File: src/rtl/ifu_fetch_queue.sv
// Fetch stage: issues PCs to imem over req/gnt + rvalid and buffers the
// returned instructions in order for decode; flush discards in-flight work.
module ifu_fetch_queue #(
  parameter int DEPTH  = 4,
  parameter int ADDR_W = 32,
  parameter int DATA_W = 32
) (
  input  logic              clk,
  input  logic              rst_n,
  input  logic              fetch_valid_i,
  input  logic [ADDR_W-1:0] fetch_addr_i,
  input  logic              fetch_pred_i,
  output logic              fetch_ready_o,
  input  logic              flush_i,
  output logic              imem_req_o,
  output logic [ADDR_W-1:0] imem_addr_o,
  input  logic              imem_gnt_i,
  input  logic              imem_rvalid_i,
  input  logic [DATA_W-1:0] imem_rdata_i,
  output logic              id_valid_o,
  input  logic              id_ready_i,
  output logic [DATA_W-1:0] id_inst_o,
  output logic [ADDR_W-1:0] id_pc_o,
  output logic              id_pred_o
);

  localparam int PW = $clog2(DEPTH);
  localparam int CW = PW + 1;
  localparam int SW = CW + 2;

  logic [ADDR_W-1:0] tag_addr_q [DEPTH];
  logic [DEPTH-1:0]  tag_pred_q;
  logic [PW-1:0]     tag_wp_q;
  logic [PW-1:0]     tag_rp_q;

  logic [DATA_W-1:0] dq_inst_q [DEPTH];
  logic [ADDR_W-1:0] dq_pc_q [DEPTH];
  logic [DEPTH-1:0]  dq_pred_q;
  logic [PW-1:0]     dq_wp_q;
  logic [PW-1:0]     dq_rp_q;

  logic [CW-1:0] dq_cnt_q, dq_cnt_d;
  logic [CW-1:0] out_q, out_d;
  logic [CW-1:0] disc_q, disc_d;

  logic [SW-1:0] used;
  logic          credit;
  logic          drop;
  logic          resp;
  logic          pop;
  logic          any_pend;

  // Credit covers every slot a response could still land in.
  assign used   = SW'(out_q) + SW'(dq_cnt_q) + SW'(disc_q);
  assign credit = used < SW'(DEPTH);

  assign imem_req_o    = fetch_valid_i & credit & ~flush_i & ~rst_n;
  assign fetch_ready_o = imem_req_o & imem_gnt_i;
  assign imem_addr_o   = fetch_addr_i;

  assign id_valid_o = (dq_cnt_q != '0) & ~rst_n;
  assign id_inst_o  = id_valid_o ? dq_inst_q[dq_rp_q] : '0;
  assign id_pc_o    = id_valid_o ? dq_pc_q[dq_rp_q] : '0;
  assign id_pred_o  = id_valid_o & dq_pred_q[dq_rp_q];

  assign drop     = imem_rvalid_i & (disc_q != '0);
  assign resp     = imem_rvalid_i & ~drop & (out_q != '0);
  assign pop      = id_valid_o & id_ready_i;
  assign any_pend = (disc_q != '0) | (out_q != '0);

  always_comb begin
    out_d    = out_q;
    disc_d   = disc_q;
    dq_cnt_d = dq_cnt_q;
    if (flush_i) begin
      out_d    = '0;
      dq_cnt_d = '0;
      disc_d   = disc_q + out_q
               - CW'(imem_rvalid_i & any_pend);
    end else begin
      out_d    = out_q + CW'(fetch_ready_o) - CW'(resp);
      disc_d   = disc_q - CW'(drop);
      dq_cnt_d = dq_cnt_q + CW'(resp) - CW'(pop);
    end
  end

  always_ff @(posedge clk) begin
    if (rst_n) begin
      out_q    <= '0;
      disc_q   <= '0;
      dq_cnt_q <= '0;
      tag_wp_q <= '0;
      tag_rp_q <= '0;
      dq_wp_q  <= '0;
      dq_rp_q  <= '0;
    end else begin
      out_q    <= out_d;
      disc_q   <= disc_d;
      dq_cnt_q <= dq_cnt_d;
      if (flush_i) begin
        tag_wp_q <= '0;
        tag_rp_q <= '0;
        dq_wp_q  <= '0;
        dq_rp_q  <= '0;
      end else begin
        if (fetch_ready_o) tag_wp_q <= tag_wp_q + PW'(1);
        if (resp) begin
          tag_rp_q <= tag_rp_q + PW'(1);
          dq_wp_q  <= dq_wp_q + PW'(1);
        end
        if (pop) dq_rp_q <= dq_rp_q + PW'(1);
      end
    end
  end

  // Storage needs no reset: every read is qualified by a count.
  always_ff @(posedge clk) begin
    if (fetch_ready_o) begin
      tag_addr_q[tag_wp_q] <= fetch_addr_i;
      tag_pred_q[tag_wp_q] <= fetch_pred_i;
    end
    if (resp) begin
      dq_inst_q[dq_wp_q] <= imem_rdata_i;
      dq_pc_q[dq_wp_q]   <= tag_addr_q[tag_rp_q];
      dq_pred_q[dq_wp_q] <= tag_pred_q[tag_rp_q];
    end
  end

  always_ff @(posedge clk) begin
    if (!rst_n) begin
      assert (!(resp && !pop && dq_cnt_q == CW'(DEPTH)));
      assert (used <= SW'(DEPTH));
    end
  end

endmodule

File: config.mk
export PLATFORM = sky130hd
export DESIGN_NAME = ifu_fetch_queue
export DESIGN_NICKNAME = d
export VERILOG_FILES = /design/src/rtl/ifu_fetch_queue.sv
export SDC_FILE = /design/constraint.sdc
export NUM_CORES = 1
export LEC_CHECK = 0
export BUFFER_PORTS_ARGS = -buffer_cell sky130_fd_sc_hd__buf_2
export CAP_MARGIN = 30
export CORE_MARGIN = 5
export CORE_UTILIZATION = 58
export CTS_CLUSTER_DIAMETER = 30
export DETAILED_ROUTE_END_ITERATION = 7
export PLACE_DENSITY_LB_ADDON = 0.3
export SLEW_MARGIN = 10
export SYNTH_ARGS = -nofsm -noshare
export SYNTH_HDL_FRONTEND = slang
export SYNTH_SLANG_ARGS = --single-unit
File: constraint.sdc
create_clock -name clk -period 4.9 [get_ports clk]
set_clock_uncertainty 0.15 [all_clocks]
set_input_delay 0 -clock clk [delete_from_list [all_inputs] [get_ports clk]]
set_output_delay 0 -clock clk [all_outputs]
set_load 0.01 [all_outputs]
==> impl_metrics.json <==
{
  "synth_area_leaders": "edfxtp_1 (73%), mux4_2 (14%), and2_1 (2.9%), dfxtp_1 (2.6%), buf_4 (1.8%)",
  "path_clk_slew_ns": 0.05,
  "synth_area_leader_cell": "edfxtp_1",
  "viasPerCell": 5.457,
  "grt.total_usage": 0.2102,
  "start_kind": "flop",
  "avgSynthCellArea_um2": 21.25,
  "synthDistinctLibCells": 32,
  "netlist.area_leader.share": 0.7319,
  "syn_nets": 854,
  "p_seq_frac": 0.432,
  "synthesis.area_um2": 16080,
  "antenna_cells": 0,
  "setup_viol": 0,
  "endpoint_kind": "flop",
  "rsz0062_at_grt": "no",
  "drt-pass1-iter-count": 4,
  "seq_area_frac_synth": 0.7580,
  "period_minus_slack_ns": 3.578,
  "status": "finished, final reports clean",
  "ant_nets": 0,
  "cts_buffers": 67,
  "post_cts_buffers": 0,
  "power_frac_comb": 0.032,
  "hold_violations": 0,
  "path_class": "reg -> reg",
  "cp_top_family": "simple AND/OR/NAND/NOR gates",
  "synth_ff_type": "edfxtp_1",
  "power.switching_mw": 1.765,
  "yosysMostFrequentCell": "edfxtp_1",
  "htreeDepth": 3,
  "wirelength_mm": 31.76,
  "ir_drop_mv": 0.4361,
  "ys_async_sr_fraction": 0,
  "overflow": 0,
  "drc": 0,
  "synthToLayoutAreaGrowth_pct": 26.34,
  "max_freq_ghz": 0.2795,
  "fin_cells": 1448,
  "layout_worst_path_cycle_share": 0.7301,
  "ys_seq_elements": 413,
  "cts_max_path_buffers": 3,
  "max_stage_delay_ns": 0.86,
  "netlist_instances": 757,
  "finalWeightedCongestion": 0.8213,
  "slowest_stage": "and2_2",
  "maxSlewHeadroom": 0.3683,
  "core_area_um2": 27550,
  "dieArea_um2": 31160,
  "drv_slew": 0,
  "p_per_area_nw_per_um2": 444.3,
  "drive_above_1_share": 0.3813,
  "cts.sinks": 413,
  "p_leak_nw": 7.105,
  "drt_iter0_markers": 522,
  "worstPathCellList": "inv_1 > fa_1 > nor2_1 > fa_1 > nor4_4 > and2_2",
  "cts_tree": "yes",
  "cp_data_required_time_ns": 4.90,
  "grt_max_degree": 54,
  "dieHeight_um": 176.5,
  "cts_resized": 0,
  "antenna_found_initial": 0,
  "crit_arrival_ns": 3.58,
  "dp.cells": 1254,
  "worstMarginPinSlew_ns": 0.9475,
  "grt_pass1_wl_mm": 49.78,
  "p_sw_frac": 0.1955,
  "fin_tns_setup_ns": 0,
  "clk_latency_ns": 0.54,
  "min_path_type": "in -> reg",
  "yosysWarnings": 0,
  "io_pins": 172,
  "rows": 61,
  "hpwl_mm": 17.43,
  "power.share.clock": 0.536,
  "wl_per_cell_um": 21.93,
  "synthTopCellsByCount": "edfxtp_1 (392), mux4_2 (98), and2_1 (75)",
  "die_x_um": 176.5,
  "initial_core_util": 0.5838,
  "internal_power_mw": 7.264,
  "clock-root-buffer": "clkbuf_16",
  "synth_edf_count": 392,
  "critPathMaxFanout": 33,
  "num_vias": 7902,
  "grt_pass1_vias": 8736,
  "crit_top_cell": "fa_1",
  "portBuffers": 171,
  "crit_buf_inv": 1,
  "fin_nets": 1114,
  "drv_cap": 0
}
==> metal layers <==
layer  share of wire  track usage  up-vias
met2            0.52       0.3561      313
met3           0.067      0.04561       43
met5               0            0        -
met4           0.021      0.06609        0
met1            0.40       0.2774     4027
li1                -            -     3519
==> worst paths after layout <==
path	slack, ns	start	cells after the start	endpoint
setup reg to reg	1.32	dq_cnt_q[1]	6	tag_addr_q[3][8]
setup / recovery	1.32	dq_cnt_q[1]	6	tag_addr_q[3][8]
hold / removal	0.06	imem_rdata_i[17]	2	dq_inst_q[0][17]
hold reg to reg	0.36	tag_wp_q[0]	1	tag_wp_q[0]
==> through the flow <==
stage | power, mW | worst slack, ns | hold WS (ns) | utilization | area [µm²]
global placement | 4.198 | 1.374 | 0.06409 | 0.6202 | 17090
global route | 9.328 | 1.103 | 0.06162 | 0.7375 | 20320
finish | 9.029 | 1.322 | 0.05947 | 0.7375 | 20320
CTS | 9.102 | 1.303 | 0.03711 | 0.7375 | 20320
floorplan | 4.117 | 1.398 | -0.07762 | - | 16080
detailed placement | 4.210 | 1.304 | 0.06776 | 0.6254 | 17230
==> worst reg2reg max path: stages (launching register included) <==
cell	delay [ns]
dfxtp_1	0.42
inv_1	0.09
fa_1	0.50
nor2_1	0.15
fa_1	0.49
nor4_4	0.52
and2_2	0.86
==> cell families after synthesis <==
group,synth area share
mux,0.1391
fa+ha+maj,0.02225
compound gates,0.004279
xor+xnor,0.005834
buf+inv,0.02987
simple gates,0.04068
flops,0.7580
==> cell usage in the layout (no fill, tap or decap), types with 9 or more instances in the layout <==
cell type,count
inv_1,23
dlygate4sd3_1,72
ha_1,19
edfxtp_1,392
and2_1,67
clkinv_2,9
dfxtp_1,17
nor2_1,19
buf_2,171
mux4_2,98
bufinv_16,12
clkbuf_16,69
==> cell type report <==
cell class,instances,area (µm²)
fillers,1558,7232
multi-input cells,258,3435
inverters,23,86.33
flip-flops and latches,413,12200
repair buffers,254,1757
clock buffers,74,1755
clock inverters,48,613.1
well taps,378,473.0
==> what timing repair did <==
| action | 4_1_cts | 5_1_grt |
|---|---|---|
| endpoints found under the hold margin | 276 | 0 |
| endpoints found under the setup margin | 0 | 0 |
| hold buffers | 72 | 0 |
==> power by group through the flow <==
| stage | Combinational (mW) | Clock (mW) | Sequential (mW) |
|---|---|---|---|
| after global placement | 0.233 | 0 | 3.96 |
| after detailed placement | 0.244 | 0 | 3.97 |
| after floorplan | 0.151 | 0 | 3.97 |
| final | 0.293 | 4.84 | 3.90 |
| after CTS | 0.293 | 4.91 | 3.90 |
| after global routing | 0.327 | 5.10 | 3.90 |
==> registers in the layout (all words and copies together), names as in the netlist, 3 cells and up, named ones only <==
register    cells
disc_q          3
dq_cnt_q        3
dq_inst_q     128
dq_pc_q       128
tag_addr_q    128
tag_pred_q      4
dq_pred_q       4
out_q           3
Power figures use the tool's default switching activity.
